<file path="config.mk">
export PLATFORM = sky130hd
export DESIGN_NAME = mem_access_unit
export DESIGN_NICKNAME = d
export VERILOG_FILES = /design/src/rtl/mem_access_unit.sv
export SDC_FILE = /design/constraint.sdc
export NUM_CORES = 1
export LEC_CHECK = 0
export ABC_AREA = 1
export BUFFER_PORTS_ARGS = -buffer_cell sky130_fd_sc_hd__buf_2
export CORE_MARGIN = 4
export CORE_UTILIZATION = 44
export CTS_CLUSTER_SIZE = 12
export DETAILED_ROUTE_END_ITERATION = 10
export PLACE_DENSITY = 0.78
export REMOVE_ABC_BUFFERS = 1
export SLEW_MARGIN = 20
export SYNTH_ARGS = -nofsm -noshare
export SYNTH_HDL_FRONTEND = slang
export SYNTH_SLANG_ARGS = --single-unit
</file>
<file path="constraint.sdc">
create_clock -name clock -period 1.6 [get_ports clock]
set_clock_uncertainty 0.2 [all_clocks]
set_input_delay 0.4 -clock clock [delete_from_list [all_inputs] [get_ports clock]]
set_output_delay 0.4 -clock clock [all_outputs]
set_load 0.01 [all_outputs]
</file>
<file path="src/rtl/mem_access_unit.sv">
// MEM-stage bus initiator: issues one req/ready transaction per load/store,
// stalls the pipeline until it completes, and formats load results for MEM/WB.
module mem_access_unit #(
    parameter int unsigned TIMEOUT = 16
) (
    input  logic        clock,
    input  logic        reset,
    input  logic        mem_read,
    input  logic        mem_write,
    input  logic [1:0]  size,
    input  logic        unsigned_ld,
    input  logic [31:0] address,
    input  logic [31:0] write_data,
    output logic        bus_req,
    output logic        bus_we,
    output logic [31:0] bus_addr,
    output logic [31:0] bus_wdata,
    output logic [3:0]  bus_be,
    input  logic        bus_ready,
    input  logic [31:0] bus_rdata,
    output logic        stall,
    output logic [31:0] load_data,
    output logic        load_valid,
    output logic        misaligned,
    output logic        bus_error
);

    localparam int unsigned CNT_W = (TIMEOUT > 1) ? $clog2(TIMEOUT) : 1;

    typedef enum logic [1:0] {IDLE, REQ, DONE} state_t;

    state_t             state, state_next;
    logic [CNT_W-1:0]   count, count_next;

    logic               bus_req_next, bus_we_next;
    logic [31:0]        bus_addr_next, bus_wdata_next;
    logic [3:0]         bus_be_next;
    logic [31:0]        load_data_next;
    logic               load_valid_next, bus_error_next;

    // Access attributes captured at issue; the EX/MEM inputs are not trusted after IDLE.
    logic [1:0]         lat_size, lat_size_next;
    logic [1:0]         lat_lane, lat_lane_next;
    logic               lat_unsigned, lat_unsigned_next;
    logic               lat_read, lat_read_next;

    logic               op;
    logic               is_misaligned;
    logic [3:0]         be_calc;
    logic [31:0]        wdata_calc;

    function automatic logic [31:0] format_load(input logic [31:0] d, input logic [1:0] sz,
                                                input logic [1:0] lane, input logic uns);
        logic [31:0] shifted;
        logic [15:0] half;
        logic [7:0]  byte_v;
        shifted = d >> {lane, 3'b000};
        byte_v  = shifted[7:0];
        half    = lane[1] ? d[31:16] : d[15:0];
        if (sz[1])
            return d;
        else if (sz[0])
            return uns ? {16'h0000, half} : {{16{half[15]}}, half};
        else
            return uns ? {24'h000000, byte_v} : {{24{byte_v[7]}}, byte_v};
    endfunction

    assign op            = mem_read ^ mem_write;
    assign is_misaligned = (size == 2'b01 && address[0]) || (size[1] && address[1:0] != 2'b00);

    // Byte enables and lane-replicated store data for the current request.
    always_comb begin
        be_calc    = 4'b1111;
        wdata_calc = write_data;
        if (!size[1]) begin
            if (size[0]) begin
                be_calc    = address[1] ? 4'b1100 : 4'b0011;
                wdata_calc = {2{write_data[15:0]}};
            end else begin
                be_calc    = 4'b0001 << address[1:0];
                wdata_calc = {4{write_data[7:0]}};
            end
        end
    end

    always_comb begin
        state_next        = state;
        count_next        = count;
        bus_req_next      = bus_req;
        bus_we_next       = bus_we;
        bus_addr_next     = bus_addr;
        bus_wdata_next    = bus_wdata;
        bus_be_next       = bus_be;
        load_data_next    = load_data;
        load_valid_next   = 1'b0;
        bus_error_next    = 1'b0;
        lat_size_next     = lat_size;
        lat_lane_next     = lat_lane;
        lat_unsigned_next = lat_unsigned;
        lat_read_next     = lat_read;
        stall             = 1'b0;
        misaligned        = 1'b0;

        case (state)
            IDLE: begin
                if (op) begin
                    if (is_misaligned) begin
                        misaligned = 1'b1;
                    end else begin
                        stall             = 1'b1;
                        state_next        = REQ;
                        count_next        = '0;
                        bus_req_next      = 1'b1;
                        bus_we_next       = mem_write;
                        bus_addr_next     = {address[31:2], 2'b00};
                        bus_wdata_next    = wdata_calc;
                        bus_be_next       = be_calc;
                        lat_size_next     = size;
                        lat_lane_next     = address[1:0];
                        lat_unsigned_next = unsigned_ld;
                        lat_read_next     = mem_read;
                    end
                end
            end
            REQ: begin
                stall = 1'b1;
                if (bus_ready) begin
                    bus_req_next = 1'b0;
                    state_next   = DONE;
                    if (lat_read) begin
                        load_data_next  = format_load(bus_rdata, lat_size, lat_lane, lat_unsigned);
                        load_valid_next = 1'b1;
                    end
                end else if (count == CNT_W'(TIMEOUT - 1)) begin
                    bus_req_next   = 1'b0;
                    bus_error_next = 1'b1;
                    state_next     = DONE;
                    if (lat_read)
                        load_data_next = '0;
                end else begin
                    count_next = count + CNT_W'(1);
                end
            end
            DONE: begin
                state_next = IDLE;
            end
            default: begin
                state_next = IDLE;
            end
        endcase
    end

    always_ff @(posedge clock) begin
        if (reset) begin
            state        <= IDLE;
            count        <= '0;
            bus_req      <= 1'b0;
            bus_we       <= 1'b0;
            bus_addr     <= '0;
            bus_wdata    <= '0;
            bus_be       <= '0;
            load_data    <= '0;
            load_valid   <= 1'b0;
            bus_error    <= 1'b0;
            lat_size     <= '0;
            lat_lane     <= '0;
            lat_unsigned <= 1'b0;
            lat_read     <= 1'b0;
        end else begin
            state        <= state_next;
            count        <= count_next;
            bus_req      <= bus_req_next;
            bus_we       <= bus_we_next;
            bus_addr     <= bus_addr_next;
            bus_wdata    <= bus_wdata_next;
            bus_be       <= bus_be_next;
            load_data    <= load_data_next;
            load_valid   <= load_valid_next;
            bus_error    <= bus_error_next;
            lat_size     <= lat_size_next;
            lat_lane     <= lat_lane_next;
            lat_unsigned <= lat_unsigned_next;
            lat_read     <= lat_read_next;
        end
    end

endmodule

</file>
# ---- Word-level counts from Yosys, hierarchy flattened
# Index checks and enable logic that the tools add are counted.
dict set report totals {
  regBits 114
  inputBits 104
  out_inout_bits 106
  wordCells 80
}
dict set report classes {
  add_sub_neg 1
  eq_ne 8
  shifts 2
  n_mux 37
  n_bitwise 4
  reduce_logical 14
}
# operator n
set op_table {}
lappend op_table {{$mux 32} 10}
lappend op_table {{$shr 32x5->8} 1}
lappend op_table {{$mux 4} 7}
lappend op_table {{$mux 16} 1}
lappend op_table {{$mux 1} 11}
lappend op_table {{$reduce_and 3->1} 3}
lappend op_table {{$mux 2} 4}
lappend op_table {{$ne 2x2->1 const B} 4}
lappend op_table {{$pmux 4 s2} 1}
lappend op_table {{$reduce_bool 2->1} 3}
lappend op_table {{$reduce_or 3->1} 2}
lappend op_table {{$reduce_and 5->1} 1}
lappend op_table {{$add 4x1->4 const B} 1}
lappend op_table {{$eq 2x1->1 const B} 2}
lappend op_table {{$eq 4x4->1 const B} 1}
lappend op_table {{$pmux 1 s2} 2}
lappend op_table {{$pmux 2 s2} 1}
lappend op_table {{$reduce_and 4->1} 1}
lappend op_table {{$shl 1x2->4 const A} 1}
lappend op_table {{$ne 3x3->1 const B} 1}
lappend op_table {{$not 1->1} 3}
lappend op_table {{$logic_and 1x1->1} 2}
lappend op_table {{$logic_not 2->1} 1}
lappend op_table {{$logic_or 1x1->1} 1}
lappend op_table {{$xor 1x1->1} 1}

# ---- Longest topological paths before layout
# Gate-level depths: netlist of run 1.
dict set report depth {
  depth_word 6
  ltp_mapped 10
  ltp_nobuf 10
}

# ---- Least setup slack after synthesis of run 1
# OpenSTA, ideal clock, no wires.
dict set report synth_path {
  path_type {input -> output}
  from {in size[0]}
  to {out stall}
  arrival_ns 1.116
  t_required_ns 1.000
  path_slack_ns -0.116
  cell_stages 5
  n_path_buf 2
  path_cell_list {buf_2 > o21ai_2 > nand3_2 > buf_4 > nand2_1}
}
dict set report synth_between {
  elab_chain_cells 6
}
# element line
set synth_rtl {}
lappend synth_rtl {{from (decl)} 10} ;# input logic [1:0] size,
lappend synth_rtl {{$eq 2x1->1} 69} ;# assign is_misaligned = (size == 2'b01 && address[0]) || (size[1] && address[1:0] != 2'b00);
lappend synth_rtl {{$logic_and 1x1->1} 69}
lappend synth_rtl {{$logic_or 1x1->1} 69}
lappend synth_rtl {{$mux 1} 107} ;# if (is_misaligned) begin
lappend synth_rtl {{$mux 1} 106} ;# if (op) begin
lappend synth_rtl {{$pmux 1 s2} 104} ;# case (state)
lappend synth_rtl {{to (decl)} 21} ;# output logic stall,
# Every way passes these cells.

# ---- Worst setup path after layout of run 1
dict set report layout_path {
  from {reg state[0]}
  to {out stall}
}
dict set report layout_between {
  elab_chain_cells 2
  word_cells_on_any_way 3
  cone_classes {eq/ne (1); mux (1); reduce/logical (1)}
}
# element line
set layout_rtl {}
lappend layout_rtl {{from (decl)} 32} ;# state_t state, state_next;
lappend layout_rtl {{from (signal assigned)} 170} ;# state <= state_next;
lappend layout_rtl {{$eq 2x1->1 or $logic_not 2->1 (tied branches)} 104}
lappend layout_rtl {{$pmux 1 s2 (*)} 104}
# Mark *: on every way between the ends. The rest lies on a longest branch, timed or not.

==> flow_summary.ini, run 1 <==
[floorplanning]
fp-row-count = 39
core_area_um2 = 11400
initial_core_util_pct = 44.9
die_h_um = 116
die-area_um2 = 13500
pin_count = 210
die_w_um = 116

[clock_tree]
clkSinkCount = 114
cts_buffers = 17
clkTransAtPathRegs_ns = 0.05
cts_tree = built
htreeDepth = 4
clk_latency_ns = 0.40
cts.path.max_buffers = 2
cts-root-buf = clkbuf_16

[sta]
period_share_pct = 112
rsz0062_at_grt = true
maxSlewViolCount = 0
hold_violations = 0
finalSetupViolCount = 3
fmax_ghz = 0.556
min_period_ns = 1.80
timing.setup.tns_ns = -0.424
fin_ws_ns = -0.198

[layout]
drive_above_1_share_pct = 33.4
fillerInstances = 1027
area_growth_pct = 45.0
finalNetCount = 1106
fin_util_pct = 65.1
final_area_um2 = 7440
diodes = 0

[setup_path]
crit_path_top_delay_cell = dfxtp_4
crit_buf_inv = 1
cpPeakStageDelay_ns = 0.36
cp_max_fo = 3
worstPathCellList = nor2_2 > nand3_2 > nand2_2 > buf_6
crit_path_end_kind = primary output
required_ns = 1.00
start_kind = register
worstPathArrival_ns = 1.20
timing.critical_path.max_delay_family = flip-flops
path_class = register to primary output

[power_and_ir_drop]
combPwrFrac_pct = 17.9
power_frac_seq_pct = 40.2
swShare_pct = 26.9
irDropWorstVdd_v = 0.000891
intPower_mw = 5.59
p_leak_nw = 3.63
pwr_density_cell_nw_per_um2 = 1030
pwr-share-clk_pct = 42.0
netSwitchingPower_mw = 2.06

[detailed_routing]
wl_per_cell_um = 14.8
route.detailed.drc = 0
num_vias = 5930
drt-total-wl_mm = 17.0
via_per_inst = 5.15
dr.first_iter.drc_count = 504
antenna_left = 0
drtPass1Iterations = 6

[synthesis]
ys_ff_latch = 114
ys_seq_area_share_pct = 44.5
netlist_area_um2 = 5130
postSynthAreaPerCell_um2 = 6.64
yosys_warnings = 0
synthCells = 773
yosysUniqueCellTypes = 26

[grt]
grt_usage_pct = 23.0
antenna_found_initial = 1
grt_max_degree = 59
grt_pass1_wl_mm = 24.6
use_met1_pct = 26.7
first_global_vias = 5248
use_met3_pct = 9.45
busiest_layer = met2
grtUsageMet2_pct = 37.5
gr-total-overflow = 0

[place]
placed_cell_area_um2 = 6410
io_buffer_count = 207
post-place-ws_ns = -0.298
dpl.hpwl_mm = 11.0
gp_congestion = 0.879

[outcome]
outcome = finished, violations left
violations = negative setup slack

[hold_path]
hold_path.class = primary input to register

[run]
drv_cap = 0
==> worst reg2reg max path, cell delays in order, from the launching register on <==
cell and delay, ns:
dfxtp_4 0.37, inv_2 0.04, nor2_4 0.11, buf_6 0.13, nand3_4 0.15, clkbuf_16 0.22
nor2_1 0.13, nand2_1 0.09, a21oi_2 0.12
==> power groups by stage <==
stage / combinational [mW] / sequential (mW) / clock, mW
floorplan: 0.541 / 3.18 / 0
global placement: 1.20 / 3.11 / 0
global route: 1.51 / 3.09 / 3.41
detailed placement: 1.21 / 3.12 / 0
CTS: 1.25 / 3.07 / 3.26
finish: 1.37 / 3.07 / 3.21
==> layout make-up <==
type / instances / area [um^2] / area share (%)
timing repair buffer: 261 / 1690 / 22.7
multi-input combinational: 579 / 2670 / 35.9
clock inverter: 1 / 5.00 / 0.0673
tap: 143 / 179 / 2.41
sequential: 114 / 2290 / 30.8
clock buffer: 25 / 485 / 6.53
inverter: 28 / 119 / 1.60
==> path summary, 6_finish.rpt <==
path,to,startpoint,depth (start not counted),slack (ns)
min,bus_addr[15]$_SDFFE_PP0P_,address[15],3,0.04
max,stall,state[0]$_SDFFE_PP0P_,4,-0.20
min reg2reg,load_data[21]$_SDFFE_PP0P_,load_data[21]$_SDFFE_PP0P_,2,0.26
max reg2reg,load_data[8]$_SDFFE_PP0P_,state[0]$_SDFFE_PP0P_,8,-0.04
==> Yosys cell counts, drive strengths merged <==
cell    instances  area (um^2)
dfxtp         114         2280
nor3            2         10.0
nand4           9         62.6
o21ai          29          149
inv            28          108
buf            30          189
nand3          29          160
a21oi         118          591
nor2           77          289
and3            2         12.5
o211ai          1         7.51
nor4            2         12.5
nand2         307         1150
ha              1         12.5
conb            1         3.75
clkbuf         23         86.3
==> registers in the layout (all words and copies together) (netlist names) <==
signal,count
lat_read,1
load_data,32
count,4
bus_wdata,32
load_valid,1
state,2
lat_size,2
bus_be,4
bus_req,1
lat_lane,2
bus_we,1
bus_error,1
bus_addr,30
lat_unsigned,1
==> routing by layer <==
metal,wire length [um],part of all wire (%)
met5,13,0.076
met4,567,3.3
met3,1940,11
met2,8100,48
met1,6430,38
==> metrics by stage <==
| stage | hold WS [ns] | instances | total power [mW] |
|---|---|---|---|
| 2_1_floorplan | 0.245 | 721 | 3.72 |
| 3_3_place_gp | 0.248 | 1107 | 4.31 |
| 3_5_place_dp | 0.252 | 1107 | 4.32 |
| 4_1_cts | 0.0192 | 1139 | 7.58 |
| 5_1_grt | 0.0221 | 1151 | 8.00 |
| 6_report | 0.0367 | 1151 | 7.65 |
==> repair_timing <==
| action | 4_1_cts | 5_1_grt |
|---|---|---|
| gates resized for setup | 15 | 67 |
| hold endpoints to repair | 1 | 0 |
| hold buffers | 1 | 0 |
| pin swaps | 6 | 14 |
| setup endpoints to repair | 26 | 109 |
| gates cloned | 0 | 9 |
| setup buffers | 5 | 4 |
==> placed cells by master (no fill, tap or decap), drive strengths merged, types with 2 or more instances in the layout <==
cell type,count
dfxtp,114
nand4,9
nor3,2
inv,27
buf,254
and3,2
nand3,29
nor2,77
nor4,2
clkbuf,31
conb,2
a21oi,118
o21ai,29
nand2,307
==> logic make-up after synthesis <==
| logic type | Yosys count | synth area share (%) |
|---|---|---|
| adders and majority gates | 1 | 0.244 |
| buffers and inverters | 81 | 7.46 |
| other | 1 | 0.0731 |
| and+or+nand+nor | 428 | 33.2 |
| AOI/OAI and AO/OA | 148 | 14.6 |
| DFF | 114 | 44.5 |
No activity file was read; power rests on OpenSTA's default activity.
==> run 2: changes to the inputs <==
==> constraint.sdc (replaced) <==
create_clock -name clock -period 1.6 [get_ports clock]
set_clock_uncertainty 0.2 [all_clocks]
set_input_delay 0.16 -clock clock [delete_from_list [all_inputs] [get_ports clock]]
set_output_delay 0.16 -clock clock [all_outputs]
set_load 0.01 [all_outputs]
==> run 2 against run 1 <==
Effect of this change: clock power rose by 20%; routed wire length rose by 28%; flip-flop and latch count did not move; via count rose by 15%; critical endpoint unchanged; non-clock buffer count rose by 97; power rose by 13%; critical path depth rose by 1; register-to-register slack improved by 0.04 ns; global-route usage rose by 5.8 points; the run still ends with negative setup slack left; maximum frequency rose by 9.1%; sequential power barely moved; die area did not move.
==> flow_summary.ini, run 2 (synthesis results as in run 1) <==
[grt]
gr-total-overflow = 0
first_global_vias = 6447
grt_usage_pct = 28.7
grt_pass1_wl_mm = 30.8
antenna_found_initial = 0
grt_max_degree = 63

[setup_path]
cpPeakStageDelay_ns = 0.34
r2r-end = load_data[13]$_SDFFE_PP0P_
crit_path_top_delay_cell = dfxtp_2
timing.reg2reg.worst_path_depth = 8
reg2reg_from = state[0]$_SDFFE_PP0P_
worstPathCellList = nor2_2 > nand3_2 > buf_6 > nand2_4 > buf_6
required_ns = 1.24
worstPathArrival_ns = 1.29
crit_top_cell = buf_6
reg2reg_slack_ns = 0
cp_max_fo = 3
crit_path_end_kind = primary output
path_class = register to primary output
start_kind = register

[outcome]
violations = negative setup slack
outcome = finished, violations left

[detailed_routing]
top_layer_used = met4
routed-wl-met3_mm = 2.24
dr.first_iter.drc_count = 843
route.detailed.drc = 0
drtPass1Iterations = 5
via_per_inst = 5.41
drt-total-wl_mm = 21.8
num_vias = 6805
wirelength_met1_mm = 7.89
met2_wirelength_mm = 10.6
wl_per_cell_um = 17.3
antenna_left = 0

[layout]
area_growth_pct = 69.7
fin_cells = 1257
finalNetCount = 1204
mostFrequentLayoutCells = nand2_1, buf_2, dfxtp_1, dlygate4sd3_1, a21oi_1
top_regs = bus_wdata x32, load_data x32, bus_addr x30
mostFrequentLayoutCell = nand2_1
drive_above_1_share_pct = 34.9

[sta]
timing.setup.tns_ns = -0.0477
min_period_ns = 1.65
hold_violations = 0
period_share_pct = 103
rsz0062_at_grt = true
fin_ws_ns = -0.0477
maxSlewViolCount = 0
fmax_ghz = 0.607
worst_slew_pin_slew_ns = 0.503
max_slew_margin_pct = 66.4
finalSetupViolCount = 1

[clock_tree]
cts_buffers = 17
cts_tree = built
cts-root-buf = clkbuf_16
clk_latency_ns = 0.41
htreeDepth = 4
clkTransAtPathRegs_ns = 0.05
cts.path.max_buffers = 2
clkSinkCount = 114

[place]
gp_congestion = 0.864
placed_cells = 1108
io_buffer_count = 207
dpl.hpwl_mm = 10.9

[floorplanning]
core_area_um2 = 11400
die_h_um = 116
die-area_um2 = 13500
pin_count = 210
die_w_um = 116
initial_core_util_pct = 44.9
fp-row-count = 39

[power_and_ir_drop]
total_power_mw = 8.67
pwr_density_cell_nw_per_um2 = 996
irDropWorstVdd_v = 0.000779
p_leak_nw = 4.09

[hold_path]
worstHoldPathCells = 5
min_to = load_data[2]$_SDFFE_PP0P_
hold_path.class = primary input to register
hp-start = bus_rdata[2]

[run]
drv_cap = 0
## run 2: critical path: cells and delay by family (launching register included)
kind                   cells  cell delay [ns]
AND/OR/NAND/NOR            3             0.29
buffers and inverters      2             0.25
flip-flops                 1             0.34
## run 2: per-stage QoR
step	utilization, %	cell area [um^2]	hold WS (ns)	setup WS, ns
floorplan	-	4860	0.0291	-1.13
global route	76.2	8700	0.0678	-0.100
CTS	70.8	8080	0.0000995	-0.0246
detailed placement	56.2	6420	0.166	-0.0653
finish	76.2	8710	0.0474	-0.0477
global placement	56.2	6420	0.163	-0.0255
## run 2: how the worst max path moves through the flow
stage                                     start                         to  slack (ns)  cells after the start
after floorplan           state[0]$_SDFFE_PP0P_        bus_we$_SDFFE_PP0P_       -1.13                      5
after global placement                  size[1]  bus_addr[22]$_SDFFE_PP0P_       -0.03                      8
after detailed placement                size[1]  bus_addr[10]$_SDFFE_PP0P_       -0.07                      8
after CTS                 state[1]$_SDFFE_PP0P_                      stall       -0.02                      5
after global routing      state[0]$_SDFFE_PP0P_                      stall       -0.10                      5
final                     state[0]$_SDFFE_PP0P_                      stall       -0.05                      5
## run 2: power breakdown
part / internal [mW] / switching, mW
Combinational: 0.776 / 0.959
Clock: 2.51 / 1.34
Sequential: 2.99 / 0.0957
## run 2: per-layer routing
layer	up-vias	global-route usage, %
li1	3124	-
met1	3096	33.4
met2	474	48.7
met3	111	8.15
met4	0	13.8
met5	-	0
## run 2: final cells by class
class	count	area (um^2)
clock inverter	11	135
sequential	114	2290
antenna	2	5.00
multi-input combinational	579	2830
timing repair buffer	358	2670
tap	143	179
clock buffer	21	460
fill	738	2710
timing repair inverter	1	8.76
inverter	28	124
## run 2: timing repair
action                                  in CTS  in global routing
setup buffers                                5                  4
resized for setup                           13                121
endpoints found under the setup margin       8                110
endpoints found under the hold margin      100                  0
hold buffers                                99                  0
gates cloned                                 0                  9
pin swaps                                    4                 29
==> run 3: changes to the inputs <==
==> constraint.sdc (replaced) <==
create_clock -name clock -period 1.6 [get_ports clock]
set_clock_uncertainty 0.2 [all_clocks]
set_input_delay 0.08 -clock clock [delete_from_list [all_inputs] [get_ports clock]]
set_output_delay 0.08 -clock clock [all_outputs]
set_load 0.01 [all_outputs]
==> run 3 against run 2 <==
Effect of this change: largest power group unchanged; flip-flop and latch count stayed put; design area is 5.0% lower; power is 1.1% higher; worst setup slack better by 0.050 ns; largest cell class unchanged; maximum frequency is 3.1% higher; combinational power is 10% lower; utilization is 3.8 points lower; sequential power hardly changed; register-to-register slack hardly changed; cell count is 1.2% lower; the flow finishes with violations (negative hold slack); global-route usage is 0.70 points lower; first-iteration DRC count is 24% lower.
==> flow_summary.ini, run 3 (synthesis results as in run 1) <==
[floorplanning]
die_w_um = 116
die-area_um2 = 13500
pin_count = 210
fp-row-count = 39
core_area_um2 = 11400
initial_core_util_pct = 44.9
die_h_um = 116

[detailed_routing]
via_per_inst = 5.23
dr.first_iter.drc_count = 644
antenna_left = 0
route.detailed.drc = 0
num_vias = 6490
drt-total-wl_mm = 19.7
wl_per_cell_um = 15.9
drtPass1Iterations = 5

[clock_tree]
clkSinkCount = 114
cts_tree = built
htreeDepth = 4
clk_latency_ns = 0.42
cts_buffers = 17
clkTransAtPathRegs_ns = 0.06
cts-root-buf = clkbuf_16
cts.path.max_buffers = 2

[layout]
mostFrequentLayoutCells = nand2_1, buf_2, a21oi_1, dfxtp_1, dlygate4sd3_1
drive_above_1_share_pct = 28.6
multi_input_area_um2 = 2590
area_growth_pct = 61.3
fillerInstances = 811
seqCellArea_um2 = 2290
finalNetCount = 1190
mostFrequentLayoutCell = nand2_1
fin_util_pct = 72.5
top_regs = bus_wdata x32, load_data x32, bus_addr x30

[power_and_ir_drop]
pwr-share-clk_pct = 47.3
irDropWorstVdd_v = 0.00124
combPwrFrac_pct = 17.7
swShare_pct = 26.7
total_power_mw = 8.76
intPower_mw = 6.43
p_leak_nw = 3.97
power_frac_seq_pct = 35.0
netSwitchingPower_mw = 2.34
pwr_density_cell_nw_per_um2 = 1060

[outcome]
violations = negative hold slack
outcome = finished, violations left

[hold_path]
hp-start = write_data[13]
hold_path.class = primary input to register

[setup_path]
required_ns = 1.73
cp_max_fo = 62
path_class = register to register
crit_path_end_kind = register
cpPeakStageDelay_ns = 0.38
crit_path_top_delay_cell = dfxtp_2
worstPathArrival_ns = 1.73
worstPathCellList = nor2_2 > nand3_2 > clkbuf_8 > nand2_1 > a21oi_1
start_kind = register
worstSetupStartpoint = state[1]$_SDFFE_PP0P_
reg2reg_from = state[1]$_SDFFE_PP0P_

[place]
dpl.hpwl_mm = 10.8
gp_congestion = 0.877
io_buffer_count = 207

[sta]
whs_ns = -0.0127
max_slew_margin_pct = 65.6
finalSetupViolCount = 0
rsz0062_at_grt = true
min_period_ns = 1.60
hold_violations = 1
period_share_pct = 99.9
maxSlewViolCount = 0
worst_slew_pin_slew_ns = 0.515
fmax_ghz = 0.626

[grt]
gr-total-overflow = 0
grt_max_degree = 63
antenna_found_initial = 1
grt_usage_pct = 28.0
grt_pass1_wl_mm = 29.7
first_global_vias = 6263

[run]
drv_cap = 0
## run 3: cell count changes in the layout (fill, tap and decap cells not counted), moves of 15 or more
cell,change
a21oi_1,+24
a21oi_2,-23
nand2_1,+15
nand2_2,-17
nor2_1,+24
## run 3: worst max-delay path, delay by kind of cell, from the launching register on
family	cells	cell delay, ns
flops	1	0.38
buf+inv	1	0.38
simple gates	3	0.28
compound gates	1	0.23
## run 3: layout make-up
cell class | count | share of cell area, %
flip-flops and latches | 114 | 27.7
clock buffers | 18 | 5.19
inverters | 28 | 1.38
clock inverters | 14 | 2.56
repair buffers | 345 | 29.7
multi-input cells | 579 | 31.3
diodes | 1 | 0.0302
well taps | 143 | 2.16
## run 3: routing by layer
layer | track usage (%) | vias up | wire [um]
met4 | 13.1 | 2 | 779
met1 | 31.5 | 2915 | 7300
met3 | 10.1 | 81 | 2080
li1 | - | 3103 | -
met5 | 0 | - | 12
met2 | 47.3 | 389 | 9530
## run 3: metrics by stage
stage          std cells  TNS (ns)  hold slack (ns)  cell area (um^2)  setup WS (ns)
3_3_place_gp        1100         0           0.0989              6360         0.0303
4_1_cts             1239   -0.0359           0.0152              8070        -0.0331
3_5_place_dp        1100  -0.00376           0.0890              6360       -0.00376
5_1_grt             1241    -0.506           0.0434              8270        -0.0799
2_1_floorplan        721    -88.86          -0.0509              4860          -1.13
6_report            1242         0          -0.0127              8270        0.00220
## run 3: power groups by stage
stage	sequential (mW)	combinational, mW	clock (mW)
final	3.07	1.55	4.15
after global routing	3.08	1.70	4.31
after CTS	3.06	1.41	4.20
after detailed placement	3.11	1.19	0
after global placement	3.11	1.18	0
after floorplan	3.18	0.541	0
## run 3: worst paths after layout
check / depth (start not counted) / endpoint / slack (ns)
max: 5 / bus_addr[11]$_SDFFE_PP0P_ / 0.002
max reg2reg: 5 / bus_addr[11]$_SDFFE_PP0P_ / 0.002
min: 5 / bus_wdata[13]$_SDFFE_PP0P_ / -0.01
min reg2reg: 2 / bus_addr[14]$_SDFFE_PP0P_ / 0.26
## run 3: timing repair
item	4_1_cts	5_1_grt
gates resized for setup	3	51
hold buffers	105	0
hold endpoints to repair	109	0
buffers inserted	2	4
pin swaps	2	12
gates cloned	0	2
endpoints found under the setup margin	14	96
